## src/rtl/huffman_ctrl_pkg.sv

```systemverilog
// Shared types and sizing for the Huffman decoder front-end controller.
// Holds the controller state encoding and symbol buffer geometry.
package huffman_ctrl_pkg;

    localparam int SYM_WIDTH   = 5;
    localparam int FIFO_DEPTH  = 4;
    localparam int COUNT_WIDTH = 16;
    localparam int FIFO_CW     = $clog2(FIFO_DEPTH) + 1;

    typedef enum logic [2:0] {
        IDLE,
        LOAD,
        SHIFT,
        DRAIN,
        DONE
    } state_t;

    function automatic logic [COUNT_WIDTH-1:0] sat_inc(
        input logic [COUNT_WIDTH-1:0] v
    );
        return (&v) ? v : v + 1'b1;
    endfunction

endpackage

```

## src/rtl/huffman_sym_fifo.sv

```systemverilog
// Small first-word-fall-through buffer for decoded symbols.
// A push into a full buffer succeeds only when a pop frees a slot that cycle.
module huffman_sym_fifo
    import huffman_ctrl_pkg::*;
#(
    parameter int WIDTH = SYM_WIDTH,
    parameter int DEPTH = FIFO_DEPTH
) (
    input  logic                     clk_i,
    input  logic                     rst_i,
    input  logic                     push_i,
    input  logic [WIDTH-1:0]         data_i,
    input  logic                     pop_i,
    output logic [WIDTH-1:0]         data_o,
    output logic                     full_o,
    output logic                     empty_o,
    output logic [$clog2(DEPTH):0]   count_o
);

    localparam int AW = $clog2(DEPTH);

    logic [WIDTH-1:0] mem [DEPTH];
    logic [AW-1:0]    rd_ptr;
    logic [AW-1:0]    wr_ptr;
    logic [AW:0]      count;
    logic             do_push;
    logic             do_pop;

    assign empty_o = (count == '0);
    assign full_o  = (count == (AW+1)'(DEPTH));
    assign do_pop  = pop_i && !empty_o;
    assign do_push = push_i && (!full_o || do_pop);

    always_ff @(posedge clk_i) begin
        if (rst_i) begin
            rd_ptr <= '0;
            wr_ptr <= '0;
            count  <= '0;
        end else begin
            if (do_push) begin
                wr_ptr <= wr_ptr + 1'b1;
            end
            if (do_pop) begin
                rd_ptr <= rd_ptr + 1'b1;
            end
            unique case ({do_push, do_pop})
                2'b10:   count <= count + 1'b1;
                2'b01:   count <= count - 1'b1;
                default: count <= count;
            endcase
        end
    end

    always_ff @(posedge clk_i) begin
        if (do_push) begin
            mem[wr_ptr] <= data_i;
        end
    end

    assign data_o  = mem[rd_ptr];
    assign count_o = count;

endmodule

```

## src/rtl/huffman_ctrl.sv

```systemverilog
// Feeds job bytes MSB-first to a serial Huffman decoder and buffers the
// symbols it returns; bits are throttled so the buffer never loses a symbol.
module huffman_ctrl
    import huffman_ctrl_pkg::*;
#(
    parameter int DATA_WIDTH   = 8,
    parameter int DRAIN_CYCLES = 16
) (
    input  logic                   clk_i,
    input  logic                   rst_i,
    input  logic                   start_i,
    input  logic [7:0]             nbytes_i,
    input  logic                   byte_valid_i,
    input  logic [DATA_WIDTH-1:0]  byte_i,
    output logic                   byte_ready_o,
    output logic                   dec_serial_o,
    output logic                   dec_bit_valid_o,
    input  logic                   dec_ready_i,
    input  logic                   dec_valid_i,
    input  logic [SYM_WIDTH-1:0]   dec_symbol_i,
    output logic                   sym_valid_o,
    output logic [SYM_WIDTH-1:0]   sym_o,
    input  logic                   sym_ready_i,
    output logic                   busy_o,
    output logic                   done_o,
    output logic [COUNT_WIDTH-1:0] sym_count_o,
    output logic                   overflow_o
);

    localparam int BW = (DATA_WIDTH > 1) ? $clog2(DATA_WIDTH) : 1;
    localparam int IW = $clog2(DRAIN_CYCLES + 1);

    state_t                 state_q;
    state_t                 state_d;
    logic [7:0]             bytes_left_q;
    logic [DATA_WIDTH-1:0]  shreg_q;
    logic [BW-1:0]          bitcnt_q;
    logic [IW-1:0]          idle_q;
    logic [COUNT_WIDTH-1:0] count_q;
    logic                   ovf_q;

    logic                   ready_raw;
    logic                   bit_valid_raw;
    logic                   done_raw;
    logic                   byte_xfer;
    logic                   consume;
    logic                   last_bit;
    logic                   start_ok;
    logic                   pop;
    logic                   drop;

    logic                   fifo_full;
    logic                   fifo_empty;
    logic [FIFO_CW-1:0]     fifo_count;
    logic [SYM_WIDTH-1:0]   fifo_head;

    assign byte_xfer = byte_ready_o && byte_valid_i;
    assign consume   = dec_bit_valid_o && dec_ready_i;
    assign last_bit  = consume && (bitcnt_q == '0);
    assign start_ok  = (state_q == IDLE) && start_i;
    assign pop       = sym_valid_o && sym_ready_i;
    assign drop      = dec_valid_i && fifo_full && !pop;

    always_ff @(posedge clk_i) begin
        if (rst_i) begin
            state_q <= IDLE;
        end else begin
            state_q <= state_d;
        end
    end

    always_comb begin
        state_d       = state_q;
        ready_raw     = 1'b0;
        bit_valid_raw = 1'b0;
        done_raw      = 1'b0;
        unique case (state_q)
            IDLE: begin
                if (start_i) begin
                    state_d = (nbytes_i == 8'd0) ? DONE : LOAD;
                end
            end
            LOAD: begin
                ready_raw = 1'b1;
                if (byte_valid_i) begin
                    state_d = SHIFT;
                end
            end
            SHIFT: begin
                // two free slots cover a symbol already in flight
                bit_valid_raw =
                    (fifo_count <= FIFO_CW'(FIFO_DEPTH - 2));
                if (bit_valid_raw && dec_ready_i
                    && (bitcnt_q == '0)) begin
                    state_d = (bytes_left_q == 8'd1) ? DRAIN : LOAD;
                end
            end
            DRAIN: begin
                if ((idle_q == IW'(DRAIN_CYCLES - 1))
                    && fifo_empty) begin
                    state_d = DONE;
                end
            end
            DONE: begin
                done_raw = 1'b1;
                state_d  = IDLE;
            end
            default: state_d = IDLE;
        endcase
    end

    always_ff @(posedge clk_i) begin
        if (rst_i) begin
            bytes_left_q <= '0;
            shreg_q      <= '0;
            bitcnt_q     <= '0;
            idle_q       <= '0;
        end else begin
            if (start_ok) begin
                bytes_left_q <= nbytes_i;
            end
            if (byte_xfer) begin
                shreg_q  <= byte_i;
                bitcnt_q <= BW'(DATA_WIDTH - 1);
            end
            if (consume) begin
                shreg_q  <= shreg_q << 1;
                bitcnt_q <= bitcnt_q - 1'b1;
                idle_q   <= '0;
                if (last_bit) begin
                    bytes_left_q <= bytes_left_q - 1'b1;
                end
            end
            if (state_q == DRAIN) begin
                if (dec_valid_i) begin
                    idle_q <= '0;
                end else if (idle_q != IW'(DRAIN_CYCLES - 1)) begin
                    idle_q <= idle_q + 1'b1;
                end
            end
        end
    end

    always_ff @(posedge clk_i) begin
        if (rst_i) begin
            count_q <= '0;
            ovf_q   <= 1'b0;
        end else begin
            if (start_ok) begin
                count_q <= dec_valid_i ? COUNT_WIDTH'(1) : '0;
                ovf_q   <= 1'b0;
            end else if (dec_valid_i) begin
                count_q <= sat_inc(count_q);
            end
            if (drop) begin
                ovf_q <= 1'b1;
            end
        end
    end

    huffman_sym_fifo #(
        .WIDTH (SYM_WIDTH),
        .DEPTH (FIFO_DEPTH)
    ) u_fifo (
        .clk_i   (clk_i),
        .rst_i   (rst_i),
        .push_i  (dec_valid_i),
        .data_i  (dec_symbol_i),
        .pop_i   (pop),
        .data_o  (fifo_head),
        .full_o  (fifo_full),
        .empty_o (fifo_empty),
        .count_o (fifo_count)
    );

    // outputs are forced low while reset is held, even mid-job
    assign byte_ready_o    = ready_raw && !rst_i;
    assign dec_bit_valid_o = bit_valid_raw && !rst_i;
    assign dec_serial_o    = (state_q == SHIFT) && !rst_i
                             && shreg_q[DATA_WIDTH-1];
    assign sym_valid_o     = !fifo_empty && !rst_i;
    assign sym_o           = sym_valid_o ? fifo_head : '0;
    assign busy_o          = (state_q != IDLE) && !rst_i;
    assign done_o          = done_raw && !rst_i;
    assign sym_count_o     = rst_i ? '0 : count_q;
    assign overflow_o      = ovf_q && !rst_i;

endmodule
```

## config.mk

```make
export PLATFORM = sky130hd
export DESIGN_NAME = huffman_ctrl
export DESIGN_NICKNAME = d
export VERILOG_FILES = /design/src/rtl/huffman_ctrl_pkg.sv /design/src/rtl/huffman_sym_fifo.sv /design/src/rtl/huffman_ctrl.sv
export SDC_FILE = /design/constraint.sdc
export NUM_CORES = 1
export LEC_CHECK = 0
export CAP_MARGIN = 30
export CORE_UTILIZATION = 54
export CTS_CLUSTER_SIZE = 8
export DETAILED_ROUTE_END_ITERATION = 8
export PLACE_DENSITY = 0.79
export SLEW_MARGIN = 30
export SYNTH_ARGS = -nofsm -noshare
export SYNTH_HDL_FRONTEND = slang
export SYNTH_SLANG_ARGS = --single-unit
```

## constraint.sdc

```tcl
create_clock -name clk_i -period 2.7 [get_ports clk_i]
set_input_delay 0.54 -clock clk_i [delete_from_list [all_inputs] [get_ports clk_i]]
set_output_delay 0.54 -clock clk_i [all_outputs]
set_load 0.02 [all_outputs]
```

==> metrics.txt, run 1 <==
# rows=30; antenna violations before repair=0; HPWL Detailed=5810 um; Routed Antenna Nets=0; Worst Hold Class=flip-flop to flip-flop; Die Wd=86.2 um; Final GP Congestion=0.807; CP cell instances=nor4b_1 > clkdlybuf4s50_1; Worst Setup EP=done_o; number of distinct library cells after synthesis=60; Synth Instances=397; Crit Reg-Reg Startpoint=u_fifo.count_o[2]$_SDFFE_PP0P_; Hold Vio Cnt, Final=0; core area=0.00683 mm2; Power Density=607 mW/mm2; R2R Setup Slk=0.44 ns; final-stage net count=493; routed wire length=8270 um; flops & latches, synth=73; total power=0.00284 W; vias per inst=5.77; fillers=565; Slew @ Worst Pin=0.704 ns; Peak Freq=385 MHz; status=completed; leakage power=1.65 nW; CTS Buffer Depth=2; number of port buffers=55; unrepaired setup endpoints after global routing=false; Worst path max stage delay=0.68 ns; first-pass GRT wire length=13900 um; Post-Route Skew=0.00842 ns; Mapped Area=0.00383 mm2; Overall Global Routing Usage=23.7%; DR iter-0 viols=172; total number of vias=3196; VDD IR max=0.000457 V; Core Util, Final=68.4%; final non-filler cell total=554; TritonCTS Buffers=9; Slowest-stage cell, CP=clkdlybuf4s50_1; die area=0.00743 mm2; area occupied by multi-input gates=0.00200 mm2; Post-synth top flop=dfxtp_1; register area share after synthesis=43.4%; RR Endpoint=u_fifo.count_o[2]$_SDFFE_PP0P_; Fin Setup TNS=0 ns; post-route DRC violation count=0; CP arrival=2.05 ns; Placed Cells=538; CTS H-Tree Depth=3; Yosys Warn Count=0; max_slew headroom=51.9%; register area=0.00166 mm2; CTS tree=done; Ant. Diodes=0; grt ovf=0; area grow syn2layout=22.1%; Die Span Y=86.2 um; Syn Nets=437; Worst setup SP type=flip-flop; # Post-CTS Setup Buffers=0; Worst Setup End Kind=output pin; I/O pin count=56; crit path launch=state_q[2]$_SDFFE_PP0P_; Slew Limit Fails=0; CTS root buf=clkbuf_8; crit path time final=2.59 ns; largest net degree at the start of global routing=22; FFs w/ async S/R, synth=0%; final setup fails=0; R2R cell count=9; Mean Syn Cell Area=9.65 um2; TritonCTS Sinks=73; Routed WL per cell=14.9 um; Final Cycle Share=96.1%; required time of the critical path=2.16 ns; Initial Util=56.1%; fraction of final layout cells sized beyond drive strength 1=9.83%; CTS clock-pin slew for the worst setup and hold paths=0.08 ns; max-cap violation count=0; worst setup path class=flip-flop to output pin; clock latency on the worst-skew pair=0.35 ns; vias in the first global route=3018; first-pass iteration count of the detailed router=4; Crit Path Max Fanout=13; EDFF count, synth=20
==> flip-flops by register name (all words and copies together), names as in the netlist, named ones only <==
signal	cells
u_fifo.count_o	3
bitcnt_q	3
count_q	16
u_fifo.wr_ptr	2
u_fifo.rd_ptr	2
idle_q	5
bytes_left_q	8
shreg_q	8
u_fifo.mem	20
ovf_q	1
state_q	3
==> repair_timing <==
| item | in CTS | in global routing |
|---|---|---|
| setup endpoints to repair | 5 | 0 |
| resized for setup | 6 | 0 |
| hold buffers | 0 | 0 |
==> per-layer routing <==
| layer | vias to the layer above | track usage [%] | share of wire (%) |
|---|---|---|---|
| li1 | 1589 | - | - |
| met1 | 1504 | 29.5 | 45 |
| met2 | 87 | 40.2 | 48 |
| met3 | 16 | 5.90 | 4.9 |
| met4 | 0 | 8.18 | 1.8 |
| met5 | - | 0 | 0 |
==> placed cells by master, fill, tap and decap left out, types with 4 or more instances in the layout <==
master and count:
or4_1 6, dlygate4sd2_1 5, buf_4 14, clkdlybuf4s50_1 49
a211oi_1 15, nor2b_1 21, o21a_1 4, o21ai_1 7
mux2i_1 11, nor4_1 4, a2111o_1 4, or3_1 8
edfxtp_1 20, ha_1 11, nand2_1 32, clkbuf_8 9
xor2_1 4, nand3_1 11, mux4_2 5, o31ai_1 5
and3_1 8, a31oi_1 9, dfxtp_1 52, and2_1 14
nor3_1 8, inv_1 12, a21oi_1 19, clkinv_4 4
nand4_1 8, nor2_1 27
==> through the flow <==
step	setup slack, ns	instance area [um2]	hold slack, ns
after global routing	0.0370	4670	0.451
after CTS	0.0843	4670	0.441
after floorplan	0.116	3830	0.417
after global placement	0.188	4480	0.429
final	0.106	4670	0.438
after detailed placement	0.115	4480	0.429
==> cells by family after synthesis <==
kind of cell / synth area share (%)
simple gates: 24.7
flops: 43.4
mux: 6.11
buf+inv: 4.51
compound gates: 15.8
xor+xnor: 1.37
fa+ha+maj: 4.12
==> synth_stat cells (all sizes together), types with 9 or more instances <==
cell,n,share of area (%)
a211oi,15,2.9
a21oi,19,2.5
a31oi,9,1.5
and2,14,2.3
buf,13,2.2
clkbuf,11,1.1
dfxtp,53,28
edfxtp,20,16
ha,11,3.6
inv,13,1.3
mux2i,11,2.9
nand2,32,3.1
nand3,12,1.7
nor2,27,2.6
nor2b,21,3.4
o21ai,10,1.3
==> report_power, final <==
group / internal, W / switching, W
registers: 0.00122 / 0.0000976
logic: 0.000310 / 0.000347
clock network: 0.000434 / 0.000430
total: 0.00196 / 0.000874
==> worst max-delay path, delay by kind of cell, from the launching register on <==
family / cells / cell delay (ns)
buffers and inverters: 1 / 0.68
flip-flops: 1 / 0.63
AND/OR/NAND/NOR: 1 / 0.40
==> cell type report <==
type	count	share of cell area (%)
clock buffers	9	2.65
repair buffers	69	13.8
multi-input cells	287	42.7
flip-flops and latches	73	35.6
inverters	13	1.04
well taps	96	2.57
clock inverters	7	1.69
==> worst min path at each step <==
stage	from	endpoint	slack (ns)	cells after the start
after floorplan	idle_q[4]$_SDFF_PP0_	idle_q[4]$_SDFF_PP0_	0.42	2
after global placement	idle_q[4]$_SDFF_PP0_	idle_q[4]$_SDFF_PP0_	0.43	2
after detailed placement	idle_q[4]$_SDFF_PP0_	idle_q[4]$_SDFF_PP0_	0.43	2
after CTS	idle_q[4]$_SDFF_PP0_	idle_q[4]$_SDFF_PP0_	0.44	2
after global routing	idle_q[4]$_SDFF_PP0_	idle_q[4]$_SDFF_PP0_	0.45	2
final	idle_q[4]$_SDFF_PP0_	idle_q[4]$_SDFF_PP0_	0.44	2
Power figures use the tool's default switching activity.
==> run 2, diff against run 1 <==
--- a/config.mk
+++ b/config.mk
@@ -9,7 +9,7 @@
 export CORE_UTILIZATION = 54
 export CTS_CLUSTER_SIZE = 8
 export DETAILED_ROUTE_END_ITERATION = 8
-export PLACE_DENSITY = 0.79
+export PLACE_DENSITY_LB_ADDON = 0.25
 export SLEW_MARGIN = 30
 export SYNTH_ARGS = -nofsm -noshare
 export SYNTH_HDL_FRONTEND = slang
==> metrics.txt, run 2 (synthesized netlist as in run 1, its figures left out) <==
status=completed; first-pass GRT wire length=13500 um (-2.5%); Crit Path Max Fanout=6 (-7); fraction of final layout cells sized beyond drive strength 1=9.83% (unchanged); HPWL Detailed=5720 um (-1.5%); vias per inst=5.74 (-0.47%); final-stage net count=493 (unchanged); core area=0.00683 mm2 (unchanged); VDD IR max=0.000485 V (+6.3%); Slowest-stage cell, CP=clkdlybuf4s50_1; Worst path max stage delay=0.53 ns (-0.15 ns); Routed WL per cell=14.6 um (-2.2%); TritonCTS Buffers=9 (unchanged); CTS H-Tree Depth=3 (unchanged); CTS Buffer Depth=2 (unchanged); required time of the critical path=2.16 ns (about the same); total number of vias=3181 (-0.47%); Ant. Diodes=0 (unchanged); crit path time final=2.58 ns (-0.0142 ns); unrepaired setup endpoints after global routing=false; Die Wd=86.2 um (unchanged); Worst setup SP type=flip-flop; Post-Route Skew=0.0160 ns (+0.00754 ns); antenna violations before repair=0 (unchanged); final setup fails=0 (unchanged); # rows=30 (unchanged); post-route DRC violation count=0 (unchanged); DR iter-0 viols=175 (+1.7%); routed wire length=8090 um (-2.2%); Overall Global Routing Usage=22.9% (-0.81 points); area grow syn2layout=21.6%; Initial Util=56.1% (unchanged); first-pass iteration count of the detailed router=4 (unchanged); largest net degree at the start of global routing=21 (-4.5%); Routed Antenna Nets=0 (unchanged); vias in the first global route=2961 (-1.9%); Most flops, register=u_fifo.mem; Slew @ Worst Pin=0.772 ns (+0.0680 ns); grt ovf=0 (unchanged); Slew Limit Fails=0 (unchanged); leakage power=1.64 nW (-0.67%); Top Registers=u_fifo.mem: 20 flops, count_q: 16 flops; worst setup path class=flip-flop to output pin; fillers=541 (-4.2%); CTS resizes=5 (-1); CTS tree=done; Peak Freq=388 MHz (+0.55%); Fin Setup TNS=0 ns (unchanged); CTS root buf=clkbuf_8; Power Density=599 mW/mm2 (-1.3%); CTS clock-pin slew for the worst setup and hold paths=0.08 ns (about the same); commonest non-fill, non-tap cell in the layout=dfxtp_1; max-cap violation count=0 (unchanged); clock latency on the worst-skew pair=0.35 ns (about the same); CP cell instances=or3_1 > nor2b_1 > buf_4 > clkdlybuf4s50_1; most frequent cells in the layout=dfxtp_1, clkdlybuf4s50_1, nand2_1; max reg flops=20 (unchanged); Final GP Congestion=0.793 (-1.7%); Hold Vio Cnt, Final=0 (unchanged); TritonCTS Sinks=73 (unchanged); Worst Hold Class=flip-flop to flip-flop; I/O pin count=56 (unchanged); max_slew headroom=47.2% (-4.6 points); Worst Setup End Kind=output pin; # Post-CTS Setup Buffers=0 (unchanged); number of port buffers=55 (unchanged); CP arrival=2.04 ns (about the same); die area=0.00743 mm2 (unchanged); cts hold-fix bufs=0 (unchanged); hold slack=0.441 ns (+0.00309 ns); Die Span Y=86.2 um (unchanged); Final Cycle Share=95.6% (-0.53 points)
-- run 2: power by group --
part,internal (W),switching [W]
clock network,0.000353,0.000466
logic,0.000310,0.000343
registers,0.00122,0.000101
-- run 2: final timing paths --
kind                                    endpoint  slack [ns]  cells after the start                           start
hold reg to reg             idle_q[4]$_SDFF_PP0_        0.44                      2            idle_q[4]$_SDFF_PP0_
setup reg to reg  u_fifo.count_o[2]$_SDFFE_PP0P_        0.43                      9  u_fifo.count_o[2]$_SDFFE_PP0P_
hold / removal              idle_q[4]$_SDFF_PP0_        0.44                      2            idle_q[4]$_SDFF_PP0_
setup / recovery                     sym_valid_o        0.12                      4  u_fifo.count_o[0]$_SDFFE_PP0P_
-- run 2: cell type report --
| type | instances | area [um2] | share of cell area [%] |
|---|---|---|---|
| Tap cell | 96 | 120 | 2.58 |
| Inverter | 13 | 48.8 | 1.05 |
| Clock inverter | 7 | 62.6 | 1.34 |
| Sequential cell | 73 | 1660 | 35.7 |
| Multi-Input combinational cell | 287 | 2000 | 42.8 |
| Timing Repair Buffer | 69 | 644 | 13.8 |
| Clock buffer | 9 | 124 | 2.66 |
-- run 2: routing by layer --
metal / track usage, % / vias up / wire, um
li1: - / 1590 / -
met1: 29.4 / 1509 / 3750
met2: 39.2 / 77 / 3980
met3: 3.33 / 5 / 305
met4: 8.64 / 0 / 44
met5: 0 / - / 0
-- run 2: worst max-delay path: cells and delay by family, from the launching register on --
family	cells	cell delay, ns
buffers and inverters	2	0.70
flip-flops	1	0.36
AND/OR/NAND/NOR	2	0.63
-- run 2: through the flow --
step / power, W / instances / instance area (um2) / setup WS (ns) / utilization (%)
after global placement: 0.00197 / 538 / 4480 / 0.208 / 65.5
after global routing: 0.00294 / 554 / 4660 / 0.0202 / 68.2
after CTS: 0.00280 / 554 / 4660 / 0.103 / 68.2
final: 0.00279 / 554 / 4660 / 0.120 / 68.2
after detailed placement: 0.00200 / 538 / 4480 / 0.120 / 65.5
after floorplan: 0.00177 / 397 / 3830 / 0.116 / -
